`src/rtl/alu_issue_pkg.sv`:
```
// alu_issue_pkg: shared constants for the ALU issue/capture front end.
//   - function codes presented on InFunct (FUNCT_*)
//   - ALU operation encodings driven onto AluOp (ALUOP_*)
//   - FSM state encoding (IDLE / EXEC / DONE)
package alu_issue_pkg;

  localparam int DATA_W  = 16;
  localparam int SHAMT_W = 4;

  localparam logic [3:0] FUNCT_AND = 4'b0000;
  localparam logic [3:0] FUNCT_OR  = 4'b0001;
  localparam logic [3:0] FUNCT_ADD = 4'b0010;
  localparam logic [3:0] FUNCT_SUB = 4'b0011;
  localparam logic [3:0] FUNCT_SLT = 4'b0100;
  localparam logic [3:0] FUNCT_XOR = 4'b0101;
  localparam logic [3:0] FUNCT_NOR = 4'b0110;
  localparam logic [3:0] FUNCT_SLL = 4'b0111;
  localparam logic [3:0] FUNCT_SRA = 4'b1000;

  localparam logic [2:0] ALUOP_AND = 3'b000;
  localparam logic [2:0] ALUOP_OR  = 3'b001;
  localparam logic [2:0] ALUOP_ADD = 3'b010;
  localparam logic [2:0] ALUOP_SLT = 3'b011;
  localparam logic [2:0] ALUOP_XOR = 3'b100;
  localparam logic [2:0] ALUOP_NOR = 3'b101;
  localparam logic [2:0] ALUOP_SLL = 3'b110;
  localparam logic [2:0] ALUOP_SRA = 3'b111;

  typedef enum logic [1:0] {
    ST_IDLE = 2'b00,
    ST_EXEC = 2'b01,
    ST_DONE = 2'b10
  } state_e;

endpackage

```
`src/rtl/alu_issue_decode.sv`:
```
// alu_issue_decode: combinational function-code decoder.
// Ports:
//   funct    in  4 : function code from the request
//   op       out 3 : ALU operation
//   bnegate  out 1 : B-invert / carry-in (SUB and SLT)
//   illegal  out 1 : function code 1001..1111
//   arith    out 1 : ADD or SUB; only these report overflow/carry
module alu_issue_decode
  import alu_issue_pkg::*;
(
  input  logic [3:0] funct,
  output logic [2:0] op,
  output logic       bnegate,
  output logic       illegal,
  output logic       arith
);

  always_comb begin
    op      = ALUOP_AND;
    bnegate = 1'b0;
    illegal = 1'b0;
    arith   = 1'b0;
    case (funct)
      FUNCT_AND: op = ALUOP_AND;
      FUNCT_OR:  op = ALUOP_OR;
      FUNCT_ADD: begin
        op    = ALUOP_ADD;
        arith = 1'b1;
      end
      FUNCT_SUB: begin
        op      = ALUOP_ADD;
        bnegate = 1'b1;
        arith   = 1'b1;
      end
      FUNCT_SLT: begin
        op      = ALUOP_SLT;
        bnegate = 1'b1;
      end
      FUNCT_XOR: op = ALUOP_XOR;
      FUNCT_NOR: op = ALUOP_NOR;
      FUNCT_SLL: op = ALUOP_SLL;
      FUNCT_SRA: op = ALUOP_SRA;
      default:   illegal = 1'b1;
    endcase
  end

endmodule

```
`src/rtl/alu_issue.sv`:
```
// alu_issue: sequential issue/capture front end for the 16-bit combinational ALU.
// Accepts a request (InValid/InReady), registers decoded controls and operands
// onto the Alu* outputs, captures the ALU result one cycle later and returns it
// over OutValid/OutReady. FSM: IDLE -> EXEC -> DONE -> IDLE (illegal codes go
// IDLE -> DONE directly and leave the Alu* outputs untouched).
// Ports:
//   Clock, Reset (synchronous, active-high)
//   InValid/InReady, InFunct[3:0], InA[15:0], InB[15:0], InShamt[3:0] : request
//   AluA, AluB, AluBNegate, AluOp[2:0], AluShamt[3:0]                  : to ALU
//   AluResult[15:0], AluOverflow, AluCarryOut                          : from ALU
//   OutValid/OutReady, OutResult, OutZero, OutOverflow, OutCarry,
//   OutIllegal                                                         : response
// Optional feature macro ALU_ISSUE_STICKY_EN adds StickyOverflow, StickyCarry
// (outputs) and FlagsClear (input): sticky flags set on any captured response
// with the flag high, cleared by Reset or FlagsClear (set wins over clear).
module alu_issue
  import alu_issue_pkg::*;
(
  input  logic        Clock,
  input  logic        Reset,
  input  logic        InValid,
  output logic        InReady,
  input  logic [3:0]  InFunct,
  input  logic [15:0] InA,
  input  logic [15:0] InB,
  input  logic [3:0]  InShamt,
  output logic [15:0] AluA,
  output logic [15:0] AluB,
  output logic        AluBNegate,
  output logic [2:0]  AluOp,
  output logic [3:0]  AluShamt,
  input  logic [15:0] AluResult,
  input  logic        AluOverflow,
  input  logic        AluCarryOut,
  output logic        OutValid,
  input  logic        OutReady,
  output logic [15:0] OutResult,
  output logic        OutZero,
  output logic        OutOverflow,
  output logic        OutCarry,
`ifdef ALU_ISSUE_STICKY_EN
  output logic        StickyOverflow,
  output logic        StickyCarry,
  input  logic        FlagsClear,
`endif
  output logic        OutIllegal
);

  logic [2:0] dec_op;
  logic       dec_bnegate;
  logic       dec_illegal;
  logic       dec_arith;

  alu_issue_decode u_decode (
    .funct   (InFunct),
    .op      (dec_op),
    .bnegate (dec_bnegate),
    .illegal (dec_illegal),
    .arith   (dec_arith)
  );

  state_e      state_q, state_d;
  logic        in_ready_q, in_ready_d;
  logic        out_valid_q, out_valid_d;
  logic [15:0] alu_a_q, alu_a_d;
  logic [15:0] alu_b_q, alu_b_d;
  logic        alu_bnegate_q, alu_bnegate_d;
  logic [2:0]  alu_op_q, alu_op_d;
  logic [3:0]  alu_shamt_q, alu_shamt_d;
  // Remembers whether the in-flight op is ADD/SUB so flags can be masked.
  logic        arith_q, arith_d;
  logic [15:0] out_result_q, out_result_d;
  logic        out_zero_q, out_zero_d;
  logic        out_overflow_q, out_overflow_d;
  logic        out_carry_q, out_carry_d;
  logic        out_illegal_q, out_illegal_d;

  always_comb begin
    state_d        = state_q;
    alu_a_d        = alu_a_q;
    alu_b_d        = alu_b_q;
    alu_bnegate_d  = alu_bnegate_q;
    alu_op_d       = alu_op_q;
    alu_shamt_d    = alu_shamt_q;
    arith_d        = arith_q;
    out_result_d   = out_result_q;
    out_zero_d     = out_zero_q;
    out_overflow_d = out_overflow_q;
    out_carry_d    = out_carry_q;
    out_illegal_d  = out_illegal_q;

    case (state_q)
      ST_IDLE: begin
        if (InValid) begin
          if (!dec_illegal) begin
            alu_a_d       = InA;
            alu_b_d       = InB;
            alu_bnegate_d = dec_bnegate;
            alu_op_d      = dec_op;
            alu_shamt_d   = InShamt;
            arith_d       = dec_arith;
            state_d       = ST_EXEC;
          end else begin
            // Illegal: answer immediately, ALU controls untouched.
            out_result_d   = 16'h0000;
            out_zero_d     = 1'b0;
            out_overflow_d = 1'b0;
            out_carry_d    = 1'b0;
            out_illegal_d  = 1'b1;
            state_d        = ST_DONE;
          end
        end
      end
      ST_EXEC: begin
        // Zero is derived here rather than taken from the ALU so it is
        // meaningful for shift results as well.
        out_result_d   = AluResult;
        out_zero_d     = (AluResult == 16'h0000);
        out_overflow_d = arith_q & AluOverflow;
        out_carry_d    = arith_q & AluCarryOut;
        out_illegal_d  = 1'b0;
        state_d        = ST_DONE;
      end
      ST_DONE: begin
        if (OutReady) state_d = ST_IDLE;
      end
      default: state_d = ST_IDLE;
    endcase

    // Handshake outputs are registered from the next state.
    in_ready_d  = (state_d == ST_IDLE);
    out_valid_d = (state_d == ST_DONE);
  end

  always_ff @(posedge Clock) begin
    if (Reset) begin
      state_q        <= ST_IDLE;
      in_ready_q     <= 1'b1;
      out_valid_q    <= 1'b0;
      alu_a_q        <= 16'h0000;
      alu_b_q        <= 16'h0000;
      alu_bnegate_q  <= 1'b0;
      alu_op_q       <= 3'b000;
      alu_shamt_q    <= 4'h0;
      arith_q        <= 1'b0;
      out_result_q   <= 16'h0000;
      out_zero_q     <= 1'b0;
      out_overflow_q <= 1'b0;
      out_carry_q    <= 1'b0;
      out_illegal_q  <= 1'b0;
    end else begin
      state_q        <= state_d;
      in_ready_q     <= in_ready_d;
      out_valid_q    <= out_valid_d;
      alu_a_q        <= alu_a_d;
      alu_b_q        <= alu_b_d;
      alu_bnegate_q  <= alu_bnegate_d;
      alu_op_q       <= alu_op_d;
      alu_shamt_q    <= alu_shamt_d;
      arith_q        <= arith_d;
      out_result_q   <= out_result_d;
      out_zero_q     <= out_zero_d;
      out_overflow_q <= out_overflow_d;
      out_carry_q    <= out_carry_d;
      out_illegal_q  <= out_illegal_d;
    end
  end

`ifdef ALU_ISSUE_STICKY_EN
  logic sticky_overflow_q, sticky_overflow_d;
  logic sticky_carry_q, sticky_carry_d;

  always_comb begin
    sticky_overflow_d = FlagsClear ? 1'b0 : sticky_overflow_q;
    sticky_carry_d    = FlagsClear ? 1'b0 : sticky_carry_q;
    // A capture with the flag high overrides a simultaneous clear.
    if (state_q == ST_EXEC && arith_q && AluOverflow) sticky_overflow_d = 1'b1;
    if (state_q == ST_EXEC && arith_q && AluCarryOut) sticky_carry_d    = 1'b1;
  end

  always_ff @(posedge Clock) begin
    if (Reset) begin
      sticky_overflow_q <= 1'b0;
      sticky_carry_q    <= 1'b0;
    end else begin
      sticky_overflow_q <= sticky_overflow_d;
      sticky_carry_q    <= sticky_carry_d;
    end
  end

  assign StickyOverflow = sticky_overflow_q;
  assign StickyCarry    = sticky_carry_q;
`endif

  assign InReady     = in_ready_q;
  assign OutValid    = out_valid_q;
  assign AluA        = alu_a_q;
  assign AluB        = alu_b_q;
  assign AluBNegate  = alu_bnegate_q;
  assign AluOp       = alu_op_q;
  assign AluShamt    = alu_shamt_q;
  assign OutResult   = out_result_q;
  assign OutZero     = out_zero_q;
  assign OutOverflow = out_overflow_q;
  assign OutCarry    = out_carry_q;
  assign OutIllegal  = out_illegal_q;

endmodule

```
`config.mk`:
```
export PLATFORM = sky130hd
export DESIGN_NAME = alu_issue
export DESIGN_NICKNAME = d
export VERILOG_FILES = /design/src/rtl/alu_issue_pkg.sv /design/src/rtl/alu_issue_decode.sv /design/src/rtl/alu_issue.sv
export SDC_FILE = /design/constraint.sdc
export NUM_CORES = 1
export LEC_CHECK = 0
export ABC_AREA = 1
export CORE_ASPECT_RATIO = 0.8
export CORE_MARGIN = 2
export CORE_UTILIZATION = 61
export DETAILED_ROUTE_END_ITERATION = 8
export DONT_BUFFER_PORTS = 1
export PLACE_DENSITY_LB_ADDON = 0.25
export SLEW_MARGIN = 5
export SYNTH_ARGS = -nofsm -noshare
export SYNTH_HDL_FRONTEND = slang
export SYNTH_SLANG_ARGS = --single-unit
```
`constraint.sdc`:
```
create_clock -name Clock -period 1.4 [get_ports Clock]
set_input_delay 0.14 -clock Clock [delete_from_list [all_inputs] [get_ports Clock]]
set_output_delay 0.14 -clock Clock [all_outputs]
set_load 0.05 [all_outputs]
```
==> reports/metrics.yaml <==
clock_power_share_pct: 30.1
core_mm2: 0.00385
clk_latency_ns: 0.36
syn_avg_cell_area_um2: 7.67
die_w_um: 75.1
rr_endpoint: "AluA[15]$_SDFFE_PP0P_"
min_path_type: "in2reg"
gp_congestion: 0.784
worstRegToRegCells: 7
cp.arrival_ns: 1.85
cts.sinks: 65
cts_buffers: 9
p_int_mw: 3.01
finalNetCount: 495
synth_ff_type: "dfxtp_1"
setup_viol: 23
power_leakage_nw: 1.58
comb_power_share_pct: 25.6
drtIter0Drc: 565
power_frac_seq_pct: 44.3
fin_hold_ws_ns: -0.00753
ant_nets: 0
synth-async-reset-ratio_pct: 0
synth_area_leader_cell: "dfxtp_1"
cts_buffer_depth: 2
cp-start-kind: "flip-flop"
syn_nets: 384
syn-cell-area_mm2: 0.00247
antenna_found_initial: 1
top_level_ports: 124
htreeDepth: 3
synth_top_area_share_pct: 52.7
post_cts_buffers: 0
outcome: "finished with violations"
start_util_pct: 64.1
grt_usage_pct: 43.7
crit_required_ns: 1.63
synth_common_cells: "94 x nor2_1, 65 x dfxtp_1, 31 x nand2_1"
wire_per_inst_um: 23.7
grt_pass1_wl_um: 14400
ys_seq_area_share_pct: 52.7
synth-edff-count: 0
die_area_mm2: 0.00458
reg2reg_slack_ns: -0.22
yosys_warnings: 0
ctsRootBufferMaster: "clkbuf_8"
syn2layout_area_growth_pct: 48.0
reg2reg_from: "state_q[1]$_SDFF_PP0_"
finalHoldViolCount: 1
maxCapViolCount: 0
skew_ns: 0.00959
violations: "negative hold slack, negative setup slack"
p_sw_share_pct: 35.6
yosys.cell_count.top_type: "nor2_1"
period_share_pct: 116
p_per_area_mw_per_mm2: 1280
rows: 20
yosys-top-cells-area: "dfxtp_1 53%, nor2_1 14%, nand3_1 5.5%"
cts_tree: "yes"
die_h_um: 60.9
crit_type: "reg2reg"
drc: 0
grt_pass1_vias: 2986
fin_crit_ns: 1.62
place_hpwl_um: 3960
fmax_mhz: 618
route.vias.total: 3254
layout.cells.non_filler: 493
worstSetupEndpoint: "AluA[15]$_SDFFE_PP0P_"
pre_cts_slack_ns: 0.103
firstDrtPassIters: 8
drive_above_1_share_pct: 20.8
drv_slew: 0
drt-vias-per-instance: 6.60
final_util_pct: 94.8
worstPathMaxFanout: 11
max_slew_margin_pct: 39.0
setup_slack_ns: -0.218
ys_ff_latch: 65
p_sw_mw: 1.66
ir_worst_vdd_uv: 1130
ys_types: 24
port_buffers: 0
finalInstanceArea_mm2: 0.00365
clk_pin_slew_ns: 0.07
cp-startpoint: "state_q[1]$_SDFF_PP0_"
placed_area_mm2: 0.00291
grt_overflow_total: 0
worst_setup_path_end_kind: "flip-flop"
synth_cells: 322
numPlacedInstances: 423
grt_max_degree: 45
wl_um: 11700
max_slew.worst_pin.slew_ns: 0.915
## per-layer routing
layer / wire length (µm) / GRT usage, %
met1: 3670 / 41.8
met2: 5300 / 75.6
met3: 1600 / 19.9
met4: 1100 / 30.1
met5: 0 / 0
## cells by family after synthesis
group	synth area share [%]
flip-flops	52.7
AO/OA/AOI/OAI	13.1
AND/OR/NAND/NOR	27.6
buffers and inverters	6.69
## how the worst min path moves through the flow
stage,start,endpoint,slack (ns),cells after the start
floorplan,Reset,state_q[0]$_SDFF_PP0_,0.24,1
global placement,Reset,OutResult[15]$_SDFFE_PP0P_,0.21,1
global route,InB[15],AluB[15]$_SDFFE_PP0P_,0.07,2
detailed placement,Reset,OutResult[7]$_SDFFE_PP0P_,0.21,1
finish,InB[15],AluB[15]$_SDFFE_PP0P_,-0.008,2
CTS,InB[15],AluB[15]$_SDFFE_PP0P_,0.004,2
## layout make-up
class                   count  area (µm²)
diodes                      1        2.50
clock buffers              11         141
clock inverters             4        20.0
fillers                   108         199
inverters                  12        61.3
multi-input cells         226        1020
flip-flops and latches     65        1300
well taps                  55        68.8
repair buffers            119        1040
## power by group through the flow
| stage | Sequential, mW | Clock, mW | Combinational (mW) |
|---|---|---|---|
| global route | 2.07 | 1.45 | 1.24 |
| floorplan | 2.48 | 0 | 0.308 |
| detailed placement | 2.08 | 0 | 0.918 |
| CTS | 2.04 | 1.33 | 1.05 |
| finish | 2.07 | 1.41 | 1.20 |
| global placement | 2.07 | 0 | 0.901 |
## stage by stage
stage / setup TNS [ns] / hold slack [ns] / power [mW]
after floorplan: 0 / 0.235 / 2.78
after global placement: 0 / 0.211 / 2.97
after detailed placement: 0 / 0.213 / 3.00
after CTS: 0 / 0.00429 / 4.42
after global routing: -2.60 / 0.0663 / 4.76
final: -1.18 / -0.00753 / 4.67
## cells in the final DEF (no fill, tap or decap)
cell type and count:
buf_4 64, clkinv_8 1, nand3b_1 1, dlygate4sd3_1 53, diode_2 1, dfxtp_1 65, buf_12 1, o21ai_0 21
clkbuf_1 1, clkbuf_8 10, o21ai_1 21, nor2_4 2, nor3_1 1, clkinvlp_4 1, nand2_1 31, nand4_1 2
inv_2 1, nor2_2 2, nand3_1 27, dlymetal6s4s_1 1, clkinv_2 4, a31oi_1 2, nand2_4 1, nand3_2 1
inv_1 9, nor2_1 91, nand2_2 3, a21oi_1 20
## critical path, stage by stage, from the launching register on
cell,delay (ns)
dfxtp_1,0.36
inv_2,0.11
nand2_1,0.12
nor2_2,0.14
nand2_4,0.11
buf_4,0.20
o21ai_1,0.36
nor2_1,0.09
## sequential cells by signal (all words and copies together) (netlist names), 2 cells and up
signal,flops
state_q,2
AluA,16
OutResult,16
AluShamt,4
AluB,16
AluOp,3
## what timing repair did
| action | in CTS | in global routing |
|---|---|---|
| hold buffers | 54 | 0 |
| setup endpoints to repair | 0 | 56 |
| hold endpoints to repair | 59 | 0 |
| resized for setup | 0 | 14 |
Power figures use the tool's default switching activity.
